## config.mk

```make
export PLATFORM = sky130hd
export DESIGN_NAME = ula_serial_ctrl
export DESIGN_NICKNAME = d
export VERILOG_FILES = /design/src/rtl/ula_serial_ctrl.sv
export SDC_FILE = /design/constraint.sdc
export NUM_CORES = 1
export LEC_CHECK = 0
export CORE_AREA = 2 2 85 87
export DETAILED_ROUTE_END_ITERATION = 10
export DIE_AREA = 0 0 87 89
export PLACE_DENSITY = 0.73
export SLEW_MARGIN = 5
export SYNTH_ARGS = -nofsm -noshare
export SYNTH_HDL_FRONTEND = slang
export SYNTH_SLANG_ARGS = --single-unit
```

## constraint.sdc

```tcl
create_clock -name clk -period 1.65 [get_ports clk]
set_input_delay 0.2475 -clock clk [delete_from_list [all_inputs] [get_ports clk]]
set_output_delay 0.2475 -clock clk [all_outputs]
set_load 0.01 [all_outputs]
```

## src/rtl/ula_serial_ctrl.sv

```systemverilog
// ula_serial_ctrl: runs a WIDTH-bit operation on one external 4-bit 74181
// slice, one nibble per cycle, LSB nibble first, with the carry chained
// between nibbles through a register. Requests and responses use
// valid/ready handshakes; operands are latched at accept.
module ula_serial_ctrl #(
  parameter int WIDTH = 16
) (
  input  logic             clk,
  input  logic             rst_n,
  input  logic             req_valid,
  output logic             req_ready,
  input  logic [WIDTH-1:0] req_a,
  input  logic [WIDTH-1:0] req_b,
  input  logic [3:0]       req_s,
  input  logic             req_m,
  input  logic             req_cin,
  output logic             rsp_valid,
  input  logic             rsp_ready,
  output logic [WIDTH-1:0] rsp_f,
  output logic             rsp_cout,
  output logic             rsp_aeqb,
  output logic             busy,
  output logic [3:0]       alu_a,
  output logic [3:0]       alu_b,
  output logic [3:0]       alu_s,
  output logic             alu_m,
  output logic             alu_cin,
  input  logic [3:0]       alu_f,
  input  logic             alu_cout,
  input  logic             alu_aeqb
);

  localparam int NIB   = WIDTH / 4;
  localparam int IDX_W = (NIB > 1) ? $clog2(NIB) : 1;
  localparam logic [IDX_W-1:0] IDX_LAST = IDX_W'(NIB - 1);

  typedef enum logic [1:0] {
    IDLE = 2'd0,
    RUN  = 2'd1,
    DONE = 2'd2
  } state_t;

  state_t           state;
  logic [IDX_W-1:0] idx;
  logic [WIDTH-1:0] a_q;
  logic [WIDTH-1:0] b_q;
  logic [3:0]       s_q;
  logic             m_q;
  logic             carry_q;
  logic [WIDTH-1:0] res_q;
  logic             aeqb_q;

  // The slice always sees nibble idx of the latched operands; outside RUN
  // idx is 0, so the ALU just idles on nibble 0.
  assign alu_a   = a_q[4*idx +: 4];
  assign alu_b   = b_q[4*idx +: 4];
  assign alu_s   = s_q;
  assign alu_m   = m_q;
  assign alu_cin = carry_q;

  // Response fields are the working registers themselves; they keep the
  // last result after DONE until the next accept clears them.
  assign rsp_f    = res_q;
  assign rsp_cout = carry_q;
  assign rsp_aeqb = aeqb_q;

  // Sequencer: accept, walk the nibbles, then hold the response until taken.
  always_ff @(posedge clk or negedge rst_n) begin
    if (!rst_n) begin
      state     <= IDLE;
      idx       <= '0;
      a_q       <= '0;
      b_q       <= '0;
      s_q       <= '0;
      m_q       <= 1'b0;
      carry_q   <= 1'b0;
      res_q     <= '0;
      aeqb_q    <= 1'b1;
      req_ready <= 1'b1;
      rsp_valid <= 1'b0;
      busy      <= 1'b0;
    end else begin
      case (state)
        IDLE: begin
          if (req_valid) begin
            a_q       <= req_a;
            b_q       <= req_b;
            s_q       <= req_s;
            m_q       <= req_m;
            carry_q   <= req_cin;
            idx       <= '0;
            res_q     <= '0;
            aeqb_q    <= 1'b1;
            req_ready <= 1'b0;
            busy      <= 1'b1;
            state     <= RUN;
          end
        end
        RUN: begin
          // Carry is chained in logic mode too; the slice simply ignores it.
          res_q[4*idx +: 4] <= alu_f;
          carry_q           <= alu_cout;
          aeqb_q            <= aeqb_q & alu_aeqb;
          if (idx == IDX_LAST) begin
            idx       <= '0;
            rsp_valid <= 1'b1;
            state     <= DONE;
          end else begin
            idx <= idx + IDX_W'(1);
          end
        end
        DONE: begin
          // No same-cycle accept: req_ready only returns with IDLE.
          if (rsp_ready) begin
            rsp_valid <= 1'b0;
            busy      <= 1'b0;
            req_ready <= 1'b1;
            state     <= IDLE;
          end
        end
        default: begin
          idx       <= '0;
          rsp_valid <= 1'b0;
          busy      <= 1'b0;
          req_ready <= 1'b1;
          state     <= IDLE;
        end
      endcase
    end
  end

endmodule

```

After elaboration in Yosys (flattened, before gate mapping)
Index checks and enable logic that the tools add are counted.

word-level totals
  register bits after elaboration = 62
  input bits = 48
  output and inout bits = 35
  word-level logic and storage cells = 57

operators by class
  add/sub/neg operators = 2
  equality and inequality tests = 6
  shift operators = 4
  multiplexer cells = 21
  bitwise logic cells = 4
  reductions and logical operators = 8

operators by type and width
  kind                                                    count
  negation 4 -> 34 bit                                    1
  variable shift 4 x 34 -> 16 bit (first input constant)  1
  variable part select 4 x 34 -> 16 bit                   1
  case mux 16 bit (2 select lines)                        1
  variable part select 16 x 5 -> 4 bit                    2
  bitwise mux 16 bit                                      1
  2-to-1 mux 16 bit                                       1
  case mux 2 bit (3 select lines)                         2
  2-to-1 mux 2 bit                                        5
  case mux 1 bit (3 select lines)                         3
  AND reduction 3 bit                                     3
  2-to-1 mux 1 bit                                        6
  inequality test 2 bit (second input constant)           3
  AND reduction 2 bit                                     3
  == test 2 bit (second input constant)                   2
  case mux 1 bit (2 select lines)                         2
  NOT 1 bit                                               3
  adder 2 x 1 -> 2 bit (second input constant)            1
  == test 2 x 1 -> 1 bit (second input constant)          1
  logical NOT 2 bit                                       1
  nonzero test 2 bit                                      1
  bitwise AND 1 bit                                       1

Logic depth before layout (Yosys ltp)
Gate-level depths: netlist (run 1).

  depth in word-level cells = 4
  gate-level depth with buffers = 6
  gate-level depth less buffers = 5

Worst setup path after synthesis (run 1)
OpenSTA, ideal clock, no wires.

  kind = register to register
  start point = register idx[1]
  end point = register res_q[10] (netlist: rsp_f[10])
  setup time = 0.121 ns
  data arrival time = 1.631 ns
  required time = 1.529 ns
  path slack = -0.102 ns
  cell stages (with the launch flop) = 7
  path buffers = 1
  clock period less this slack = 1.752 ns
  cell sequence = dfrtp_1 -> clkbuf_1 -> inv_1 -> ha_1 -> nor2b_1 -> and4_1 -> a22o_1

on the way
  word-level cells in the longest chain between the ends = 4
  elaborated cells between the ends (all ways) = 5
  those cells by class = add/sub: 1; shift: 2; mux: 2

RTL lines
  what                                                                                      RTL line  text
  start, declared                                                                           44        logic [IDX_W-1:0] idx;
  start signal, assigned                                                                    109       idx <= idx + IDX_W'(1);
  negation 4 -> 34 bit (*)                                                                  101       res_q[4*idx +: 4] <= alu_f;
  variable part select 4 x 34 -> 16 bit or variable shift 4 x 34 -> 16 bit (tied branches)  101
  bitwise mux 16 bit (*)                                                                    101
  case mux 16 bit (2 select lines) (*)                                                      83        case (state)
  end signal, assigned by index                                                             101
  end, declared                                                                             50        logic [WIDTH-1:0] res_q;

Mark *: on every way between the ends. The rest lies on a longest branch, timed or not.
A chain may end at the register's enable or synchronous reset.

Worst setup path in the final report (run 1)
  start point = register idx[0]
  end point = output port alu_b[3]

on the way
  word-level cells in the longest chain between the ends = 1

RTL lines
  what                                  RTL line  text
  variable part select 16 x 5 -> 4 bit  56        assign alu_b = b_q[4*idx +: 4];
  end, declared                         24        output logic [3:0] alu_b,

Every way passes these cells.

==> out/metrics.yaml, run 1 <==
synthesis:
  syn_inst: 182
  synth_area_leaders: "dfrtp_1 53%, mux2_4 16%, mux4_2 6.4%, a22o_1 5.6%, mux2_2 2.8%"
  netlist_top_cells_count: "60 x dfrtp_1, 30 x mux2_4, 18 x a22o_1"
  avgSynthCellArea_um2: 15.6
  synth.most_common_cell: "dfrtp_1"
  ys_warn_count: 0
  synth_nets: 235
  seq_area_frac_synth_pct: 54.9
  synth_ff_type: "dfrtp_1"
  synth-seq-cells: 62
  synth.top_cell.area_share_pct: 53.1
  synth_edf_count: 0
  syn_area_um2: 2830
  async_flop_share_pct: 100
  yosysTopAreaCell: "dfrtp_1"
  synth_cell_types: 28
power:
  p_int_mw: 5.36
  finalPower_mw: 7.71
  p_clk_share_pct: 19.9
  net-switching-power_mw: 2.35
  switching_share_pct: 30.4
  leakage_nw: 1.81
  pwr_density_cell_nw_per_um2: 1870
  pwr-share-comb_pct: 46.8
  peakVddDrop_mv: 0.980
  power_frac_seq_pct: 33.3
place:
  hpwl_mm: 4.30
  io_buffers: 82
  dp_slack_ns: -0.150
  place_area_um2: 3800
  gp_congestion: 0.760
  post-place-cells: 349
final_layout:
  layout.nets: 336
  area_delta_synth_final_pct: 45.5
  fillCellCount: 526
  final_cell_area_um2: 4120
  layout-drive-gt1-share_pct: 34.4
  antenna_cells: 0
  final_cells: 368
  fin_util_pct: 61.3
floorplanning:
  placementRows: 30
  die_y_um: 89
  die_area_um2: 7740
  die_w_um: 87
  coreArea_um2: 6720
  ios: 83
  start_util_pct: 42.1
outcome:
  status: "finished with violations"
  violations: "setup timing"
clocking:
  ctsLongestPathBuffers: 2
  path_clk_slew_ns: 0.08
  h-tree-depth: 3
  numCtsBuffers: 9
  cts_root_buf: "clkbuf_8"
  insertion_delay_ns: 0.34
  cts_tree: "yes"
  cts_num_sinks: 62
route:
  vias_per_cell: 5.02
  postRouteAntennaNets: 0
  firstDrtPassIters: 4
  drt_wl_total_mm: 5.91
  drc_errors: 0
  drt-initial-drc-count: 44
  avgRoutedWirePerCell_um: 16.0
  vias: 1846
global_route:
  grt_pass1_vias: 1965
  grt_first_pass_wirelength_mm: 9.67
  grt_antenna_before_repair: 0
  grt_max_degree: 25
  grt-ovfl-total: 0
  grt_usage_pct: 16.6
setup_path:
  arrival_ns: 1.53
  startpoint_type: "flip-flop"
  r2r_cells: 8
  crit_type: "flip-flop to output pin"
  cp-end-kind: "output pin"
  reg2reg_setup_slack_ns: 0.07
  required_ns: 1.40
  crit_path_max_fanout: 5
sta:
  fin_skew_ns: 0.0127
  finalCriticalPeriod_ns: 1.78
  setup_tns_ns: -0.893
  hold-worst-slack_ns: 0.377
  fin_ws_ns: -0.130
  finalCritPeriodShare_pct: 108
  slew_headroom_pct: 70.5
  rsz0062_at_grt: "true"
  hold_violations: 0
  setup_violations: 8
  drv_slew: 0
  worstMarginPinSlew_ns: 0.443
  max_freq_mhz: 562
hold_path:
  hold_path.class: "primary input to async pin"
job:
  maxCapViolCount: 0
## critical path, stage by stage, from the launching register on
cell and delay [ns]:
dfrtp_1 0.38, buf_6 0.16, mux4_2 0.53, buf_6 0.14
## power by group through the flow
| stage | clock network [mW] | registers (mW) | logic (mW) |
|---|---|---|---|
| CTS | 1.56 | 2.58 | 3.51 |
| global placement | 0 | 2.56 | 3.39 |
| detailed placement | 0 | 2.59 | 3.46 |
| global route | 1.64 | 2.65 | 3.89 |
| finish | 1.53 | 2.57 | 3.60 |
| floorplan | 0 | 2.57 | 2.11 |
## cell families (layout without fill, tap and decap cells)
kind of cell             after synthesis  in the layout  synth area share (%)
AND/OR/NAND/NOR                       26             26                  5.26
AO/OA/AOI/OAI                         33             33                  8.80
multiplexers                          45             45                  25.1
adder cells (fa/ha/maj)                5              5                  2.21
flip-flops                            62             62                  54.9
buffers and inverters                 11            117                  3.76
## layout make-up
| type | count | area, um^2 | area share [%] |
|---|---|---|---|
| repair buffers | 99 | 1010 | 24.6 |
| flip-flops and latches | 62 | 1550 | 37.7 |
| clock inverters | 6 | 93.8 | 2.28 |
| clock buffers | 10 | 138 | 3.34 |
| multi-input cells | 109 | 1210 | 29.4 |
| well taps | 80 | 100 | 2.43 |
| inverters | 2 | 10.0 | 0.243 |
## metal layers
metal  vias up  GRT usage [%]  wire length [um]
met1       901           20.6              2620
met4         0           6.39                61
met5         -              0                 0
met3         9           4.43               316
met2        56           27.7              2900
li1        880              -                 -
## layout by cell type (no fill, tap or decap)
cell             count
buf_12               4
nor2_1               7
a21o_1               4
clkinvlp_4           1
buf_4                8
dlygate4sd3_1        1
o2bb2ai_1            1
mux4_2               8
nor3_1               1
clkdlybuf4s50_1     71
inv_1                1
a22oi_1              1
buf_2                2
clkbuf_8            10
inv_4                1
and4_4               3
inv_6                1
dfstp_2              2
dlygate4sd2_1        2
ha_2                 2
and2b_1              1
o21ai_0              6
and4b_1              1
nor2b_2              2
a21oi_1              3
mux2_2               7
nand2_1              7
dfrtp_1             60
ha_4                 2
nor2b_4              1
mux2_4              30
clkinv_4             2
nand2b_1             2
bufinv_16            2
a22o_1              18
nor2b_1              1
ha_1                 1
buf_6               11
## flip-flops by register name, indices dropped and copies added (netlist names)
name,count
busy,1
rsp_f,16
alu_s,4
state,2
alu_cin,1
alu_m,1
req_ready,1
idx,2
a_q,16
b_q,16
rsp_aeqb,1
rsp_valid,1
## final timing paths
check,from,end
hold / removal,rst_n,alu_m
hold reg to reg,rsp_f[10],rsp_f[10]
max in group asynchronous,rst_n,req_ready
setup reg to reg,idx[0],rsp_f[10]
setup / recovery,idx[0],alu_b[3]
min in group clk,alu_aeqb,rsp_aeqb
## repair_timing
action	CTS	global route
resized for setup	48	11
pin swaps	2	4
endpoints found under the setup margin	11	20
hold endpoints to repair	14	0
buffers inserted	1	1
hold buffers	1	0
Note: power is estimated with default switching activity, not from simulation.
==> inputs of run 2 (changes only) <==
Settings changed: SETUP_SLACK_MARGIN set to 0.05.
==> run 2 against run 1 <==
- the flow still finishes with violations (setup timing)
- count of clock-buffer cells in the layout unchanged
- cell count rose by 1.6%
- non-clock buffer count up 6
- critical path depth unchanged
- cell area rose by 2.2%
- critical path type unchanged
- critical endpoint unchanged
==> out/metrics.yaml, run 2 (synthesis results as in run 1) <==
outcome:
  status: "finished with violations"
  violations: "setup timing"
floorplanning:
  coreArea_um2: 6720
  placementRows: 30
  ios: 83
  die_y_um: 89
  die_area_um2: 7740
  start_util_pct: 42.1
  die_w_um: 87
place:
  io_buffers: 82
  gp_congestion: 0.760
  place_area_um2: 3800
  hpwl_mm: 4.30
setup_path:
  crit_type: "flip-flop to output pin"
  reg2reg_to: "rsp_f[9]"
  reg2reg_from: "idx[0]"
  crit_path_max_fanout: 5
  reg2reg_setup_slack_ns: 0.07
  r2r_cells: 8
  required_ns: 1.40
  cp-end-kind: "output pin"
  arrival_ns: 1.53
  startpoint_type: "flip-flop"
sta:
  hold-worst-slack_ns: 0.375
  finalCritPeriodShare_pct: 108
  hold_violations: 0
  slew_headroom_pct: 71.1
  rsz0062_at_grt: "true"
  drv_slew: 0
  fin_ws_ns: -0.129
  worstMarginPinSlew_ns: 0.434
  setup_tns_ns: -0.887
  max_freq_mhz: 562
  setup_violations: 8
  finalCriticalPeriod_ns: 1.78
  fin_skew_ns: 0.0122
route:
  postRouteAntennaNets: 0
  drt_wl_total_mm: 6.10
  vias_per_cell: 5.03
  avgRoutedWirePerCell_um: 16.3
  drt-initial-drc-count: 49
  firstDrtPassIters: 4
  vias: 1883
  drc_errors: 0
final_layout:
  most-common-layout-cells: "71 x clkdlybuf4s50_1, 60 x dfrtp_1, 30 x mux2_4, 18 x a22o_1, 14 x buf_4"
  fin_util_pct: 62.6
  layout.nets: 342
  final_common_cell: "clkdlybuf4s50_1"
  layout-drive-gt1-share_pct: 37.1
  antenna_cells: 0
  area_delta_synth_final_pct: 48.7
  final_cell_area_um2: 4210
global_route:
  grt-ovfl-total: 0
  grt_antenna_before_repair: 0
  grt_first_pass_wirelength_mm: 9.83
  grt_usage_pct: 16.9
  grt_max_degree: 25
  grt_pass1_vias: 2020
clocking:
  numCtsBuffers: 9
  cts_tree: "yes"
  ctsLongestPathBuffers: 2
  path_clk_slew_ns: 0.08
  insertion_delay_ns: 0.34
  cts_num_sinks: 62
  cts_root_buf: "clkbuf_8"
  h-tree-depth: 3
power:
  power_frac_seq_pct: 32.4
  p_clk_share_pct: 19.3
  net-switching-power_mw: 2.45
  peakVddDrop_mv: 1.02
  pwr_density_cell_nw_per_um2: 1890
  pwr-share-comb_pct: 48.3
  p_int_mw: 5.50
  switching_share_pct: 30.8
  leakage_nw: 1.84
  finalPower_mw: 7.94
job:
  maxCapViolCount: 0
hold_path:
  hold_path.class: "primary input to async pin"
run 2: worst max path at each step:
stage,startpoint,end,slack (ns),depth (start not counted)
final,idx[0],alu_b[3],-0.13,3
after detailed placement,req_valid,a_q[0],-0.15,5
after global placement,req_valid,a_q[15],-0.14,5
after global routing,idx[0],alu_b[3],-0.20,3
after floorplan,idx[1],rsp_f[10],0.05,6
after CTS,idx[0],alu_b[3],-0.17,3
run 2: layer usage:
layer	track usage, %	routed length, um	up-vias	part of all wire, %
li1	-	-	890	-
met1	20.5	2720	932	45
met2	28.9	3020	52	49
met3	4.43	305	9	5.0
met4	6.53	61	0	1.0
met5	0	0	-	0
run 2: what timing repair did:
item                                    in CTS  in global routing
endpoints found under the hold margin       14                  0
buffers inserted                             5                  5
hold buffers                                 1                  0
resized for setup                           64                  4
pin swaps                                   15                  3
endpoints found under the setup margin      18                 24
run 2: power groups by stage:
stage          sequential (mW)  combinational, mW  clock [mW]
3_3_place_gp              2.56               3.39           0
3_5_place_dp              2.59               3.46           0
4_1_cts                   2.58               3.74        1.56
6_report                  2.57               3.84        1.53
2_1_floorplan             2.57               2.11           0
5_1_grt                   2.66               4.13        1.64
run 2: metrics by stage:
| step | worst slack [ns] | cells |
|---|---|---|
| after global placement | -0.140 | 349 |
| after global routing | -0.202 | 374 |
| after CTS | -0.172 | 371 |
| final | -0.129 | 374 |
| after detailed placement | -0.150 | 349 |
| after floorplan | 0.0526 | 182 |
run 2: cell type report:
| type | instances | area (um^2) |
|---|---|---|
| Clock buffer | 10 | 138 |
| Clock inverter | 6 | 93.8 |
| Fill cell | 519 | 2510 |
| Inverter | 2 | 13.8 |
| Multi-Input combinational cell | 109 | 1250 |
| Sequential cell | 62 | 1550 |
| Tap cell | 80 | 100 |
| Timing Repair Buffer | 105 | 1060 |
run 2: critical path: stages, from the launching register on:
cell	delay [ns]
dfrtp_1	0.38
buf_6	0.16
mux4_2	0.53
buf_6	0.14
